$ cat config.mk
export PLATFORM = sky130hd
export DESIGN_NAME = multicycle_control_flat
export DESIGN_NICKNAME = d
export VERILOG_FILES = /design/src/rtl/multicycle_control_if.sv /design/src/rtl/multicycle_control.sv /design/src/flat_wrapper.sv
export SDC_FILE = /design/constraint.sdc
export NUM_CORES = 1
export LEC_CHECK = 0
export ABC_CLOCK_PERIOD_IN_PS = 3100
export BUFFER_PORTS_ARGS = -buffer_cell sky130_fd_sc_hd__buf_2
export CAP_MARGIN = 10
export CORE_MARGIN = 2
export CORE_UTILIZATION = 55
export CTS_BUF_LIST = sky130_fd_sc_hd__clkbuf_8
export CTS_CLUSTER_SIZE = 20
export DETAILED_ROUTE_END_ITERATION = 8
export PLACE_DENSITY = 0.84
export SYNTH_ARGS = -nofsm -noshare
export SYNTH_HDL_FRONTEND = slang
export SYNTH_SLANG_ARGS = --single-unit
$ cat constraint.sdc
create_clock -name clk -period 3.1 [get_ports clk]
set_input_delay 0.465 -clock clk [delete_from_list [all_inputs] [get_ports clk]]
set_output_delay 0.465 -clock clk [all_outputs]
set_load 0.02 [all_outputs]
$ cat src/rtl/multicycle_control_if.sv
// Control bundle between the multi-cycle MIPS main controller and its datapath.
// The controller owns the master modport; the datapath (or a bench) uses the slave side.
interface multicycle_control_if;
    logic [5:0] opcode;
    logic       mem_ready;
    logic       PCWrite;
    logic       PCWriteCond;
    logic       BranchNE;
    logic       IorD;
    logic       MemRead;
    logic       MemWrite;
    logic       IRWrite;
    logic       MemtoReg;
    logic       RegDst;
    logic       RegWrite;
    logic       ALUSrcA;
    logic [1:0] ALUSrcB;
    logic [1:0] ALUOp;
    logic [1:0] PCSource;
    logic       instr_done;
    logic       illegal_op;
    logic [3:0] state;

    modport master (
        input  opcode, mem_ready,
        output PCWrite, PCWriteCond, BranchNE, IorD, MemRead, MemWrite, IRWrite, MemtoReg,
               RegDst, RegWrite, ALUSrcA, ALUSrcB, ALUOp, PCSource, instr_done, illegal_op,
               state
    );

    modport slave (
        output opcode, mem_ready,
        input  PCWrite, PCWriteCond, BranchNE, IorD, MemRead, MemWrite, IRWrite, MemtoReg,
               RegDst, RegWrite, ALUSrcA, ALUSrcB, ALUOp, PCSource, instr_done, illegal_op,
               state
    );
endinterface

$ cat src/rtl/multicycle_control.sv
// Moore main controller for the multi-cycle MIPS datapath: fetch/decode/execute/memory/write-back
// sequencing with memory-ready stalls and a sticky HALT on unsupported opcodes.
module multicycle_control #(
    parameter logic [5:0] OP_R    = 6'b000000,
    parameter logic [5:0] OP_LW   = 6'b100011,
    parameter logic [5:0] OP_SW   = 6'b101011,
    parameter logic [5:0] OP_BEQ  = 6'b000100,
    parameter logic [5:0] OP_BNE  = 6'b000101,
    parameter logic [5:0] OP_ADDI = 6'b001000,
    parameter logic [5:0] OP_J    = 6'b000010
) (
    input logic                  clk,
    input logic                  reset,
    multicycle_control_if.master bus
);

    typedef enum logic [3:0] {
        StFetch  = 4'd0,
        StDecode = 4'd1,
        StMemAdr = 4'd2,
        StMemRd  = 4'd3,
        StMemWb  = 4'd4,
        StMemWr  = 4'd5,
        StExec   = 4'd6,
        StAluWb  = 4'd7,
        StBranch = 4'd8,
        StJump   = 4'd9,
        StAddiEx = 4'd10,
        StAddiWb = 4'd11,
        StHalt   = 4'd15
    } state_e;

    typedef struct packed {
        logic       pc_write;
        logic       pc_write_cond;
        logic       branch_ne;
        logic       iord;
        logic       mem_read;
        logic       mem_write;
        logic       mem_to_reg;
        logic       reg_dst;
        logic       reg_write;
        logic       alu_src_a;
        logic [1:0] alu_src_b;
        logic [1:0] alu_op;
        logic [1:0] pc_source;
        logic       instr_done;
        logic       illegal_op;
        logic       fetch_gate;  // IRWrite/PCWrite follow mem_ready
        logic       memwr_gate;  // instr_done follows mem_ready
    } ctrl_t;

    state_e state_q, state_d;
    logic   bne_q, bne_d;
    ctrl_t  ctrl_q, ctrl_d;

    function automatic ctrl_t decode_ctrl(state_e st, logic bne);
        ctrl_t c;
        c = '0;
        case (st)
            StFetch:  begin c.mem_read = 1'b1; c.alu_src_b = 2'b01; c.fetch_gate = 1'b1; end
            StDecode: c.alu_src_b = 2'b11;
            StMemAdr: begin c.alu_src_a = 1'b1; c.alu_src_b = 2'b10; end
            StMemRd:  begin c.mem_read = 1'b1; c.iord = 1'b1; end
            StMemWb:  begin c.reg_write = 1'b1; c.mem_to_reg = 1'b1; c.instr_done = 1'b1; end
            StMemWr:  begin c.mem_write = 1'b1; c.iord = 1'b1; c.memwr_gate = 1'b1; end
            StExec:   begin c.alu_src_a = 1'b1; c.alu_op = 2'b10; end
            StAluWb:  begin c.reg_dst = 1'b1; c.reg_write = 1'b1; c.instr_done = 1'b1; end
            StBranch: begin
                c.alu_src_a     = 1'b1;
                c.alu_op        = 2'b01;
                c.pc_source     = 2'b01;
                c.pc_write_cond = 1'b1;
                c.branch_ne     = bne;
                c.instr_done    = 1'b1;
            end
            StJump:   begin c.pc_source = 2'b10; c.pc_write = 1'b1; c.instr_done = 1'b1; end
            StAddiEx: begin c.alu_src_a = 1'b1; c.alu_src_b = 2'b10; end
            StAddiWb: begin c.reg_write = 1'b1; c.instr_done = 1'b1; end
            StHalt:   c.illegal_op = 1'b1;
            default:  c = '0;
        endcase
        return c;
    endfunction

    always_comb begin
        state_d = state_q;
        bne_d   = bne_q;
        case (state_q)
            StFetch:  if (bus.mem_ready) state_d = StDecode;
            StDecode: begin
                bne_d = (bus.opcode == OP_BNE);
                case (bus.opcode)
                    OP_LW, OP_SW:   state_d = StMemAdr;
                    OP_R:           state_d = StExec;
                    OP_BEQ, OP_BNE: state_d = StBranch;
                    OP_J:           state_d = StJump;
                    OP_ADDI:        state_d = StAddiEx;
                    default:        state_d = StHalt;
                endcase
            end
            StMemAdr: state_d = (bus.opcode == OP_LW) ? StMemRd : StMemWr;
            StMemRd:  if (bus.mem_ready) state_d = StMemWb;
            StMemWb:  state_d = StFetch;
            StMemWr:  if (bus.mem_ready) state_d = StFetch;
            StExec:   state_d = StAluWb;
            StAluWb:  state_d = StFetch;
            StBranch: state_d = StFetch;
            StJump:   state_d = StFetch;
            StAddiEx: state_d = StAddiWb;
            StAddiWb: state_d = StFetch;
            StHalt:   state_d = StHalt;
            default:  state_d = StHalt;
        endcase
        ctrl_d = decode_ctrl(state_d, bne_d);
    end

    // Outputs are decoded from the next state so they are registered alongside it.
    always_ff @(posedge clk) begin
        if (reset) begin
            state_q <= StFetch;
            bne_q   <= 1'b0;
            ctrl_q  <= decode_ctrl(StFetch, 1'b0);
        end else begin
            state_q <= state_d;
            bne_q   <= bne_d;
            ctrl_q  <= ctrl_d;
        end
    end

    assign bus.PCWrite     = ctrl_q.pc_write | (ctrl_q.fetch_gate & bus.mem_ready);
    assign bus.PCWriteCond = ctrl_q.pc_write_cond;
    assign bus.BranchNE    = ctrl_q.branch_ne;
    assign bus.IorD        = ctrl_q.iord;
    assign bus.MemRead     = ctrl_q.mem_read;
    assign bus.MemWrite    = ctrl_q.mem_write;
    assign bus.IRWrite     = ctrl_q.fetch_gate & bus.mem_ready;
    assign bus.MemtoReg    = ctrl_q.mem_to_reg;
    assign bus.RegDst      = ctrl_q.reg_dst;
    assign bus.RegWrite    = ctrl_q.reg_write;
    assign bus.ALUSrcA     = ctrl_q.alu_src_a;
    assign bus.ALUSrcB     = ctrl_q.alu_src_b;
    assign bus.ALUOp       = ctrl_q.alu_op;
    assign bus.PCSource    = ctrl_q.pc_source;
    assign bus.instr_done  = ctrl_q.instr_done | (ctrl_q.memwr_gate & bus.mem_ready);
    assign bus.illegal_op  = ctrl_q.illegal_op;
    assign bus.state       = state_q;

endmodule

$ cat src/flat_wrapper.sv
// flat-port wrapper written by rule: the top's interface ports become plain ports
module multicycle_control_flat 
#(
    parameter logic [5:0] OP_R    = 6'b000000,
    parameter logic [5:0] OP_LW   = 6'b100011,
    parameter logic [5:0] OP_SW   = 6'b101011,
    parameter logic [5:0] OP_BEQ  = 6'b000100,
    parameter logic [5:0] OP_BNE  = 6'b000101,
    parameter logic [5:0] OP_ADDI = 6'b001000,
    parameter logic [5:0] OP_J    = 6'b000010
)
  (clk, reset, bus_opcode, bus_mem_ready, bus_PCWrite, bus_PCWriteCond, bus_BranchNE, bus_IorD, bus_MemRead, bus_MemWrite, bus_IRWrite, bus_MemtoReg, bus_RegDst, bus_RegWrite, bus_ALUSrcA, bus_ALUSrcB, bus_ALUOp, bus_PCSource, bus_instr_done, bus_illegal_op, bus_state);
  multicycle_control_if bus_i ();
  input logic clk;
  input logic reset;
  input wire logic [$bits(bus_i.opcode)-1:0] bus_opcode;
  input wire logic [$bits(bus_i.mem_ready)-1:0] bus_mem_ready;
  output wire logic [$bits(bus_i.PCWrite)-1:0] bus_PCWrite;
  output wire logic [$bits(bus_i.PCWriteCond)-1:0] bus_PCWriteCond;
  output wire logic [$bits(bus_i.BranchNE)-1:0] bus_BranchNE;
  output wire logic [$bits(bus_i.IorD)-1:0] bus_IorD;
  output wire logic [$bits(bus_i.MemRead)-1:0] bus_MemRead;
  output wire logic [$bits(bus_i.MemWrite)-1:0] bus_MemWrite;
  output wire logic [$bits(bus_i.IRWrite)-1:0] bus_IRWrite;
  output wire logic [$bits(bus_i.MemtoReg)-1:0] bus_MemtoReg;
  output wire logic [$bits(bus_i.RegDst)-1:0] bus_RegDst;
  output wire logic [$bits(bus_i.RegWrite)-1:0] bus_RegWrite;
  output wire logic [$bits(bus_i.ALUSrcA)-1:0] bus_ALUSrcA;
  output wire logic [$bits(bus_i.ALUSrcB)-1:0] bus_ALUSrcB;
  output wire logic [$bits(bus_i.ALUOp)-1:0] bus_ALUOp;
  output wire logic [$bits(bus_i.PCSource)-1:0] bus_PCSource;
  output wire logic [$bits(bus_i.instr_done)-1:0] bus_instr_done;
  output wire logic [$bits(bus_i.illegal_op)-1:0] bus_illegal_op;
  output wire logic [$bits(bus_i.state)-1:0] bus_state;
  assign bus_i.opcode = bus_opcode;
  assign bus_i.mem_ready = bus_mem_ready;
  assign bus_PCWrite = bus_i.PCWrite;
  assign bus_PCWriteCond = bus_i.PCWriteCond;
  assign bus_BranchNE = bus_i.BranchNE;
  assign bus_IorD = bus_i.IorD;
  assign bus_MemRead = bus_i.MemRead;
  assign bus_MemWrite = bus_i.MemWrite;
  assign bus_IRWrite = bus_i.IRWrite;
  assign bus_MemtoReg = bus_i.MemtoReg;
  assign bus_RegDst = bus_i.RegDst;
  assign bus_RegWrite = bus_i.RegWrite;
  assign bus_ALUSrcA = bus_i.ALUSrcA;
  assign bus_ALUSrcB = bus_i.ALUSrcB;
  assign bus_ALUOp = bus_i.ALUOp;
  assign bus_PCSource = bus_i.PCSource;
  assign bus_instr_done = bus_i.instr_done;
  assign bus_illegal_op = bus_i.illegal_op;
  assign bus_state = bus_i.state;
  multicycle_control #(.OP_R(OP_R), .OP_LW(OP_LW), .OP_SW(OP_SW), .OP_BEQ(OP_BEQ), .OP_BNE(OP_BNE), .OP_ADDI(OP_ADDI), .OP_J(OP_J)) u_core (.clk(clk), .reset(reset), .bus(bus_i));
endmodule
==> impl_results.md, run 1 <==
- DR pass1 iterations: 4
- Final setup viols: 0
- Reg area: 440 um^2
- Worst setup EP type: flip-flop
- DRC viols: 0
- Area of the multi-input gates: 586 um^2
- FP Rows: 16
- Async set-reset flop share out of synthesis: 0%
- CTS Hold Buffers Added: 0
- GRT Overall Usage: 21.8%
- Design area: 1260 um^2
- Post-synth top area share: 39.7%
- Final wirelength: 2420 um
- Final Slew Violations: 0
- HP Start: u_core.bne_q
- RSZ-0062 raised after global routing: false
- Combinational fraction of design power: 57.3%
- Input/output buffers: 31
- Setup Crit Path Kind: reg -> reg
- Count leader, synth: dfxtp_1
- Cell Int Power: 765 uW
- Routability cong.: 0.895
- Flops & latches, synth: 22
- Total of max-cap violations: 0
- Sw Pwr: 656 uW
- Post_cts resized: 0
- First-pass GRT wire length: 4190 um
- Initial antenna violation count: 0
- TritonCTS clock tree: built
- DIE HEIGHT: 48.9 um
- Largest net degree at the start of global routing: 14
- Yosys top cell by area: dfxtp_1
- Clock Power Share: 11.5%
- Share of layout cells above drive strength 1: 30.8%
- CP max FO: 11
- H-Tree Level Count: 1
- Final Hold Fails: 0
- Nets@finish: 154
- CP Launch Type: flip-flop
- Setup bufs post-CTS: 0
- Avg WL per Cell: 14.2 um
- ANT cells: 0
- Switch share: 46.2%
- Rel. slew slack: 65.0%
- Synth Area per Inst: 9.17 um^2
- Skew final: 0.00209 ns
- Synth Warn #: 0
- Antenna viol nets, final: 0
- Clock Sinks: 22
- Area of the core: 1940 um^2
- Worst endpoint required time: 3.23 ns
- Worst Tran Pin Value: 0.520 ns
- Via count: 1019
- CTS max path bufs: 2
- Power Dens Cells: 1120 nW/um^2
- Boundary pin count: 32
- Drt via density: 5.99
- Top FF cell, synth: dfxtp_1
- Synth area leaders: dfxtp_1 40%, nor3_1 5.9%, buf_4 4.1%, nor3b_1 3.4%, o21ai_0 3.2%
- Placed inst area: 1220 um^2
- DR iter-0 viols: 34
- Clock slew at reported path FFs: 0.07 ns
- CP Launch Point: u_core.bus.state[3]
- DIE AREA: 2390 um^2
- Grt total ovfl: 0
- Initial core utilization: 57.2%
- Leak pwr: 0.573 nW
- Detail Placement HPWL: 1780 um
- Outcome: complete, no violations
- Seq pwr share: 31.2%
- Fmax: 0.482 GHz
- Minimum clock period: 2.08 ns
- Net count after synthesis: 130
- Area Overhead vs Synth: 13.9%
- Skew-Pair Late Insertion Delay: 0.25 ns
- Number of global-route vias before repair: 925
- Die width: 48.9 um
- Max reg flops: 4
- Commonest cells post-synth: 22 x dfxtp_1, 13 x nor3_1, 7 x o21ai_0
- Critical Path AT: 2.21 ns
- Worst min-delay path category: reg -> reg
- Critical R2R Launch: u_core.bus.state[3]
- Peak supply drop: 0.000693 V
- Final worst path period share: 67.0%
- CTS root buf: clkbuf_8
- CTS Buf Count: 3
- Register area share after synthesis: 39.7%
- Post-synth EDFFs: 0
- Cells after synthesis: 121
- Post-Syn Area: 1110 um^2
- Distinct cells, synth: 43
- Fill cells: 158
- Post-route setup TNS: 0 ns
[per-stage QoR]
| step | power [mW] | utilization (%) | std cells | hold WS (ns) | setup WS, ns |
|---|---|---|---|---|---|
| after floorplan | 1.08 | - | 121 | 0.423 | 1.03 |
| after global placement | 1.23 | 63.0 | 167 | 0.439 | 0.906 |
| after detailed placement | 1.25 | 63.0 | 167 | 0.446 | 0.846 |
| after CTS | 1.41 | 65.1 | 170 | 0.456 | 1.04 |
| after global routing | 1.50 | 65.1 | 170 | 0.466 | 0.928 |
| final | 1.42 | 65.1 | 170 | 0.454 | 1.02 |
[power groups by stage]
stage | logic [mW] | clock network, mW | registers (mW)
after CTS | 0.805 | 0.166 | 0.441
after global placement | 0.790 | 0 | 0.439
after detailed placement | 0.799 | 0 | 0.447
final | 0.814 | 0.164 | 0.443
after floorplan | 0.616 | 0 | 0.467
after global routing | 0.869 | 0.177 | 0.457
[cell usage in the layout (no fill, tap or decap), types with 2 or more instances in the layout]
cell	count
buf_2	31
dfxtp_1	22
nor3_1	13
o21ai_0	7
nor2_1	6
nor3b_1	5
and3_1	4
a21o_1	3
nor4_1	3
a22o_1	3
nor4b_1	3
a21oi_1	3
nand2_1	3
clkbuf_8	3
or2_2	2
nor2b_1	2
nand3_1	2
or4b_1	2
nand2b_1	2
o311ai_1	2
o21a_1	2
[worst max-delay path, cell delays in order (launching register included)]
cell and delay [ns]:
dfxtp_1 0.41, or2_4 0.32, or3b_4 0.42, o211ai_4 0.30, nand2b_1 0.20, nor4_1 0.29
[routing by layer]
metal  wire length, um  vias to the layer above  track usage (%)  share of wire (%)
met4                16                        0             4.76               0.66
met1              1100                      475             28.7                 46
met5                 0                        -                0                  0
li1                  -                      490                -                  -
met3               187                        4             4.91                7.7
met2              1110                       50             36.8                 46
[worst paths after layout]
path                            slack, ns  cells past startpoint                   to
worst min register to register       0.45                      2         u_core.bne_q
worst max register to register       1.02                      5  u_core.bus.MemWrite
worst min-delay path                 0.45                      2         u_core.bne_q
worst max-delay path                 1.02                      5  u_core.bus.MemWrite
[cells by family after synthesis]
| kind of cell | synth area share [%] |
|---|---|
| xor+xnor | 0.789 |
| compound gates | 20.5 |
| flops | 39.7 |
| simple gates | 30.6 |
| buf+inv | 7.55 |
| mux | 0.902 |
[layout make-up]
type / instances / share of cell area, %
multi-input cells: 85 / 46.3
flip-flops and latches: 22 / 34.9
repair buffers: 31 / 12.3
clock buffers: 3 / 3.27
well taps: 27 / 2.67
inverters: 2 / 0.594
(Power assumes the default switching activity.)
==> inputs of run 2 (changes only) <==
ABC_CLOCK_PERIOD_IN_PS = 1800   (was 3100)
CORE_UTILIZATION = 48   (was 55)
PLACE_DENSITY = 0.78   (was 0.84)
clock period = 1.8 ns   (was 3.1 ns; I/O delays follow)
==> run 2 against run 1 <==
Global-route usage grew 0.97 points. The flow now finishes with violations (negative setup slack). Highest routed layer unchanged. Largest power group unchanged. Largest cell class unchanged. Critical endpoint is now u_core.bus.RegWrite. First-iteration DRC count shrank 24%. Cell area grew 27%.
==> impl_results.md, run 2 (synthesis results as in run 1) <==
- GRT met2 Usage: 40.9% (+4.2 points)
- Worst setup margin: -0.0554 ns (-1.08 ns)
- DR pass1 iterations: 4 (unchanged)
- H-Tree Level Count: 1 (unchanged)
- RSZ-0062 raised after global routing: true
- CTS max path bufs: 2 (unchanged)
- Clock slew at reported path FFs: 0.08 ns (about the same)
- Via count: 1135 (+11%)
- Worst setup EP type: flip-flop
- Initial core utilization: 50.7% (-6.5 points)
- CTS Hold Buffers Added: 0 (unchanged)
- Area of the core: 2190 um^2 (+13%)
- Minimum clock period: 1.86 ns (-0.221 ns)
- HP Start: reset
- Skew-Pair Late Insertion Delay: 0.26 ns (about the same)
- Fill cells: 146 (-7.6%)
- Routability cong.: 0.833 (-6.9%)
- Skew final: 0.00564 ns (+0.00355 ns)
- Reg area: 448 um^2 (+1.7%)
- Antenna viol nets, final: 0 (unchanged)
- Final Slew Violations: 0 (unchanged)
- CTS root buf: clkbuf_8
- Final setup viols: 4 (+4)
- Rel. slew slack: 72.5% (+7.5 points)
- Outcome: finished, violations left
- Most common cell after layout, fill and taps aside: buf_2
- Max reg flops: 4 (unchanged)
- Final Util: 73.2% (+8.1 points)
- Worst Tran Pin Value: 0.406 ns (-0.114 ns)
- Area Overhead vs Synth: 44.4%
- Number of global-route vias before repair: 1055 (+14%)
- DIE AREA: 2710 um^2 (+13%)
- Clock Sinks: 22 (unchanged)
- Drt via density: 5.68 (-5.3%)
- Die width: 52.1 um (+6.5%)
- TritonCTS clock tree: built
- Grt total ovfl: 0 (unchanged)
- M1 GR Usage: 23.4% (-5.3 points)
- Initial antenna violation count: 0 (unchanged)
- Design area: 1600 um^2 (+27%)
- Failing checks: negative setup slack
- Final hold slack: 0.345 ns (-0.110 ns)
- Top Usage Layer GRT: met2
- CP Launch Type: flip-flop
- Total of max-cap violations: 0 (unchanged)
- Nets@finish: 182 (+18%)
- Worst endpoint required time: 1.96 ns (-1.27 ns)
- DR iter-0 viols: 26 (-24%)
- Detail Placement HPWL: 2070 um (+17%)
- Final Hold Fails: 0 (unchanged)
- Largest net degree at the start of global routing: 14 (unchanged)
- Final worst path period share: 103% (+36 points)
- Leak pwr: 0.752 nW (+31%)
- Area of the multi-input gates: 676 um^2 (+15%)
- Post-Layout Cell Count: 200 (+18%)
- Buffers & Inverters on Critical Path: 0 (unchanged)
- Input/output buffers: 31 (unchanged)
- Crit-path slowest cell: or3b_4
- Crit-path cells: or2_4 -> or3b_4 -> o211ai_4 -> and3_4 -> nor3_2 -> a22o_1
- Peak supply drop: 0.00115 V (+65%)
- First-pass GRT wire length: 4440 um (+6.1%)
- Critical Path Max Stage Delay: 0.42 ns (about the same)
- Final wirelength: 3000 um (+24%)
- FP Rows: 17 (+1)
- CTS Buf Count: 3 (unchanged)
- CP max FO: 5 (-6)
- Avg WL per Cell: 15.0 um (+5.4%)
- GRT Overall Usage: 22.8% (+0.97 points)
- DRC viols: 0 (unchanged)
- Placed cells: 193 (+16%)
- Setup Crit Path Kind: reg -> reg
- Placed inst area: 1420 um^2 (+16%)
- Power Dens Cells: 2080 nW/um^2 (+85%)
- Top Family by Delay on Critical Path: simple AND/OR/NAND/NOR gates
- DIE HEIGHT: 52.1 um (+6.5%)
- Met3 Use GR: 2.59% (-2.3 points)
- Share of layout cells above drive strength 1: 52.9% (+22 points)
- Fmax: 0.539 GHz (+12%)
- Critical Path AT: 2.01 ns (-0.20 ns)
- CP Launch Point: u_core.bus.state[2]
- Leading cell types in the layout, fill and taps excluded: 31 x buf_2, 28 x buf_4, 18 x dfxtp_1, 8 x nor3_1
- ANT cells: 0 (unchanged)
- Worst min-delay path category: in -> reg
- Boundary pin count: 32 (unchanged)
- Critical R2R Launch: u_core.bus.state[2]
[run 2: path summary, 6_finish.rpt]
path	endpoint	slack, ns	cells after the start
max reg2reg	u_core.bus.RegWrite	-0.06	6
min	u_core.bus.state[1]	0.34	2
max	u_core.bus.RegWrite	-0.06	6
min reg2reg	u_core.bne_q	0.46	2
[run 2: final cells by class]
type,count,share of cell area [%]
Tap cell,28,2.19
Clock buffer,3,2.58
Sequential cell,22,27.9
Clock inverter,1,1.87
Timing Repair Buffer,59,22.8
Multi-Input combinational cell,85,42.2
Inverter,2,0.468
[run 2: layer usage]
layer	up-vias	routed length (um)
met5	-	0
met4	0	136
met3	13	142
met2	44	1520
met1	527	1200
li1	551	-
[run 2: repair_timing]
item | 4_1_cts | 5_1_grt
endpoints found under the setup margin | 11 | 13
hold endpoints to repair | 0 | 0
resized for setup | 11 | 10
pin swaps | 2 | 2
setup buffers | 2 | 1
gates cloned | 0 | 0
[run 2: stage by stage]
stage	TNS, ns	setup slack (ns)	total power [mW]
final	-0.161	-0.0554	3.33
after global routing	-0.809	-0.148	3.51
after CTS	-0.0695	-0.0241	3.15
after detailed placement	-0.421	-0.0698	2.57
after global placement	-0.0819	-0.0324	2.52
after floorplan	-0.452	-0.150	1.89
[run 2: report_power, final]
part / internal, mW / total [mW] / switching (mW)
Sequential: 0.644 / 0.737 / 0.0929
Combinational: 0.985 / 2.14 / 1.16
Clock: 0.297 / 0.448 / 0.151
Total: 1.93 / 3.33 / 1.40
==> inputs of run 3 (changes only) <==
ABC_CLOCK_PERIOD_IN_PS = 2400   (was 1800)
CORE_UTILIZATION = 55   (was 48)
PLACE_DENSITY = 0.84   (was 0.78)
REMOVE_ABC_BUFFERS = 1   (was default)
clock period = 2.4 ns   (was 1.8 ns; I/O delays follow)
==> run 3 against run 2 <==
The run now ends clean. Non-clock buffer count shrank 24. Largest power group unchanged. Clock skew shrank 0.00057 ns. Combinational power shrank 46%. Cell area shrank 17%. Die area shrank 12%. Worst setup slack gained 0.48 ns. Critical path depth is the same. Flip-flop and latch count is the same. Global-route usage grew 0.40 points.
==> impl_results.md, run 3 (synthesis results as in run 1) <==
- Outcome: complete, no violations
- Initial core utilization: 57.2% (+6.5 points)
- DR iter-0 viols: 32 (+23%)
- Initial antenna violation count: 0 (unchanged)
- TritonCTS clock tree: built
- Seq pwr share: 26.4% (+4.2 points)
- Hold EP: u_core.bus.state[1]
- Power Dens Cells: 1540 nW/um^2 (-26%)
- Nets@finish: 158 (-13%)
- Met3 Use GR: 5.83% (+3.2 points)
- Critical R2R Launch: u_core.bus.state[1]
- Final Util: 68.2% (-5.0 points)
- Final worst path period share: 82.4% (-21 points)
- Max reg flops: 4 (unchanged)
- Via count: 1058 (-6.8%)
- Area Overhead vs Synth: 19.3%
- WHS Path Cells: 2 (unchanged)
- Post-route setup TNS: 0 ns (+0.161 ns)
- First-pass GRT wire length: 4360 um (-1.9%)
- Setup bufs post-CTS: 0 (-2)
- Skew final: 0.00507 ns (-0.000573 ns)
- Worst endpoint required time: 2.56 ns (+0.60 ns)
- Input/output buffers: 31 (unchanged)
- Detail Placement HPWL: 1860 um (-10%)
- Worst setup EP type: flip-flop
- CP Launch Point: u_core.bus.state[1]
- Critical Path AT: 2.13 ns (+0.12 ns)
- Routability cong.: 0.921 (+11%)
- CP Launch Type: flip-flop
- Placed inst area: 1250 um^2 (-12%)
- Area of the core: 1940 um^2 (-11%)
- DIE HEIGHT: 48.9 um (-6.1%)
- GRT met2 Usage: 41.3% (+0.40 points)
- Clock Power Share: 16.7% (+3.2 points)
- FP Rows: 16 (-1)
- R2r setup slk: 0.42 ns (+0.48 ns)
- Top Usage Layer GRT: met2
- Switch share: 43.6% (+1.5 points)
- Combinational fraction of design power: 56.9% (-7.5 points)
- Drt via density: 6.05 (+6.5%)
- Number of global-route vias before repair: 979 (-7.2%)
- Worst r2r dst: u_core.bus.RegWrite
- ANT cells: 0 (unchanged)
- Minimum clock period: 1.98 ns (+0.122 ns)
- Clock slew at reported path FFs: 0.07 ns (about the same)
- M1 GR Usage: 27.7% (+4.3 points)
- RSZ-0062 raised after global routing: false
- Boundary pin count: 32 (unchanged)
- CTS max path bufs: 2 (unchanged)
- H-Tree Level Count: 1 (unchanged)
- Final Hold Fails: 0 (unchanged)
- Die width: 48.9 um (-6.1%)
- Leak pwr: 0.607 nW (-19%)
- Final setup viols: 0 (-4)
- Post_cts resized: 0 (-11)
- Fmax: 0.506 GHz (-6.2%)
- Setup Crit Path Kind: reg -> reg
- DRC viols: 0 (unchanged)
- Largest net degree at the start of global routing: 14 (unchanged)
- Peak supply drop: 0.000883 V (-23%)
- Grt total ovfl: 0 (unchanged)
- CP max FO: 11 (+6)
- Most common cell after layout, fill and taps aside: buf_2
- Cell depth of the worst flop-to-flop path: 6 (unchanged)
- Rel. slew slack: 64.7% (-7.9 points)
- Cell Int Power: 1.15 mW (-40%)
- GRT Overall Usage: 23.2% (+0.40 points)
- DIE AREA: 2390 um^2 (-12%)
- Total of max-cap violations: 0 (unchanged)
- Sw Pwr: 887 uW (-37%)
- Design area: 1320 um^2 (-17%)
- Skew-Pair Late Insertion Delay: 0.26 ns (about the same)
- HP Start: reset
- DR pass1 iterations: 7 (+3)
- Final wirelength: 2550 um (-15%)
- CTS Hold Buffers Added: 0 (unchanged)
- Share of layout cells above drive strength 1: 33.1% (-20 points)
- Leading cell types in the layout, fill and taps excluded: 31 x buf_2, 22 x dfxtp_1, 13 x nor3_1, 7 x o21ai_0, 6 x nor2_1
- Avg WL per Cell: 14.6 um (-2.7%)
- CTS Buf Count: 3 (unchanged)
- Worst min-delay path category: in -> reg
- Antenna viol nets, final: 0 (unchanged)
- Worst Tran Pin Value: 0.525 ns (+0.119 ns)
- Final Slew Violations: 0 (unchanged)
- Clock Sinks: 22 (unchanged)
- CTS root buf: clkbuf_8
==> run 3: changes by cell type in the layout (fill, tap and decap cells not counted), moves of 2 or more <==
cell     previous run  this run
dfxtp_2             3         0
o21ai_1             2         0
nor3_2              6         1
nor3_1              8        13
o21ai_0             5         7
buf_4              28         4
dfxtp_1            18        22
==> run 3: power by group through the flow <==
stage               Sequential, mW  Clock [mW]  Combinational [mW]
floorplan                    0.676           0               0.662
global placement             0.537           0                1.11
detailed placement           0.544           0                1.14
CTS                          0.537       0.343                1.15
global route                 0.554       0.362                1.24
finish                       0.536       0.340                1.16
==> run 3: worst max-delay path: stages, from the launching register on <==
cell	delay, ns
dfxtp_1	0.41
nor2b_1	0.20
nor3_1	0.36
o211ai_4	0.20
a21oi_1	0.38
nor3_2	0.10
a22o_1	0.21
==> run 3: how the worst max path moves through the flow <==
stage,end,slack (ns)
floorplan,u_core.bus.RegWrite,0.43
global placement,u_core.bus.RegWrite,0.43
detailed placement,u_core.bus.RegWrite,0.40
CTS,u_core.bus.RegWrite,0.47
global route,u_core.bus.RegWrite,0.27
finish,u_core.bus.RegWrite,0.42
==> run 3: routing by layer <==
layer  routed length, um  share of wire, %
met3                 143               5.6
met2                1290                50
met1                1080                42
met4                  39               1.5
met5                   0                 0
==> run 3: through the flow <==
stage	instances	worst slack, ns	total power [mW]	hold WS [ns]
after global routing	175	0.269	2.16	0.429
after detailed placement	171	0.402	1.68	0.459
after floorplan	109	0.433	1.34	0.423
after CTS	175	0.465	2.03	0.416
after global placement	171	0.433	1.65	0.438
final	175	0.422	2.03	0.423
==> run 3: final cells by class <==
type                            count  area [um^2]
Tap cell                           27         33.8
Fill cell                         161          618
Multi-Input combinational cell     85          586
Clock inverter                      1         30.0
Timing Repair Buffer               35          185
Sequential cell                    22          440
Clock buffer                        3         41.3
Inverter                            2         7.51
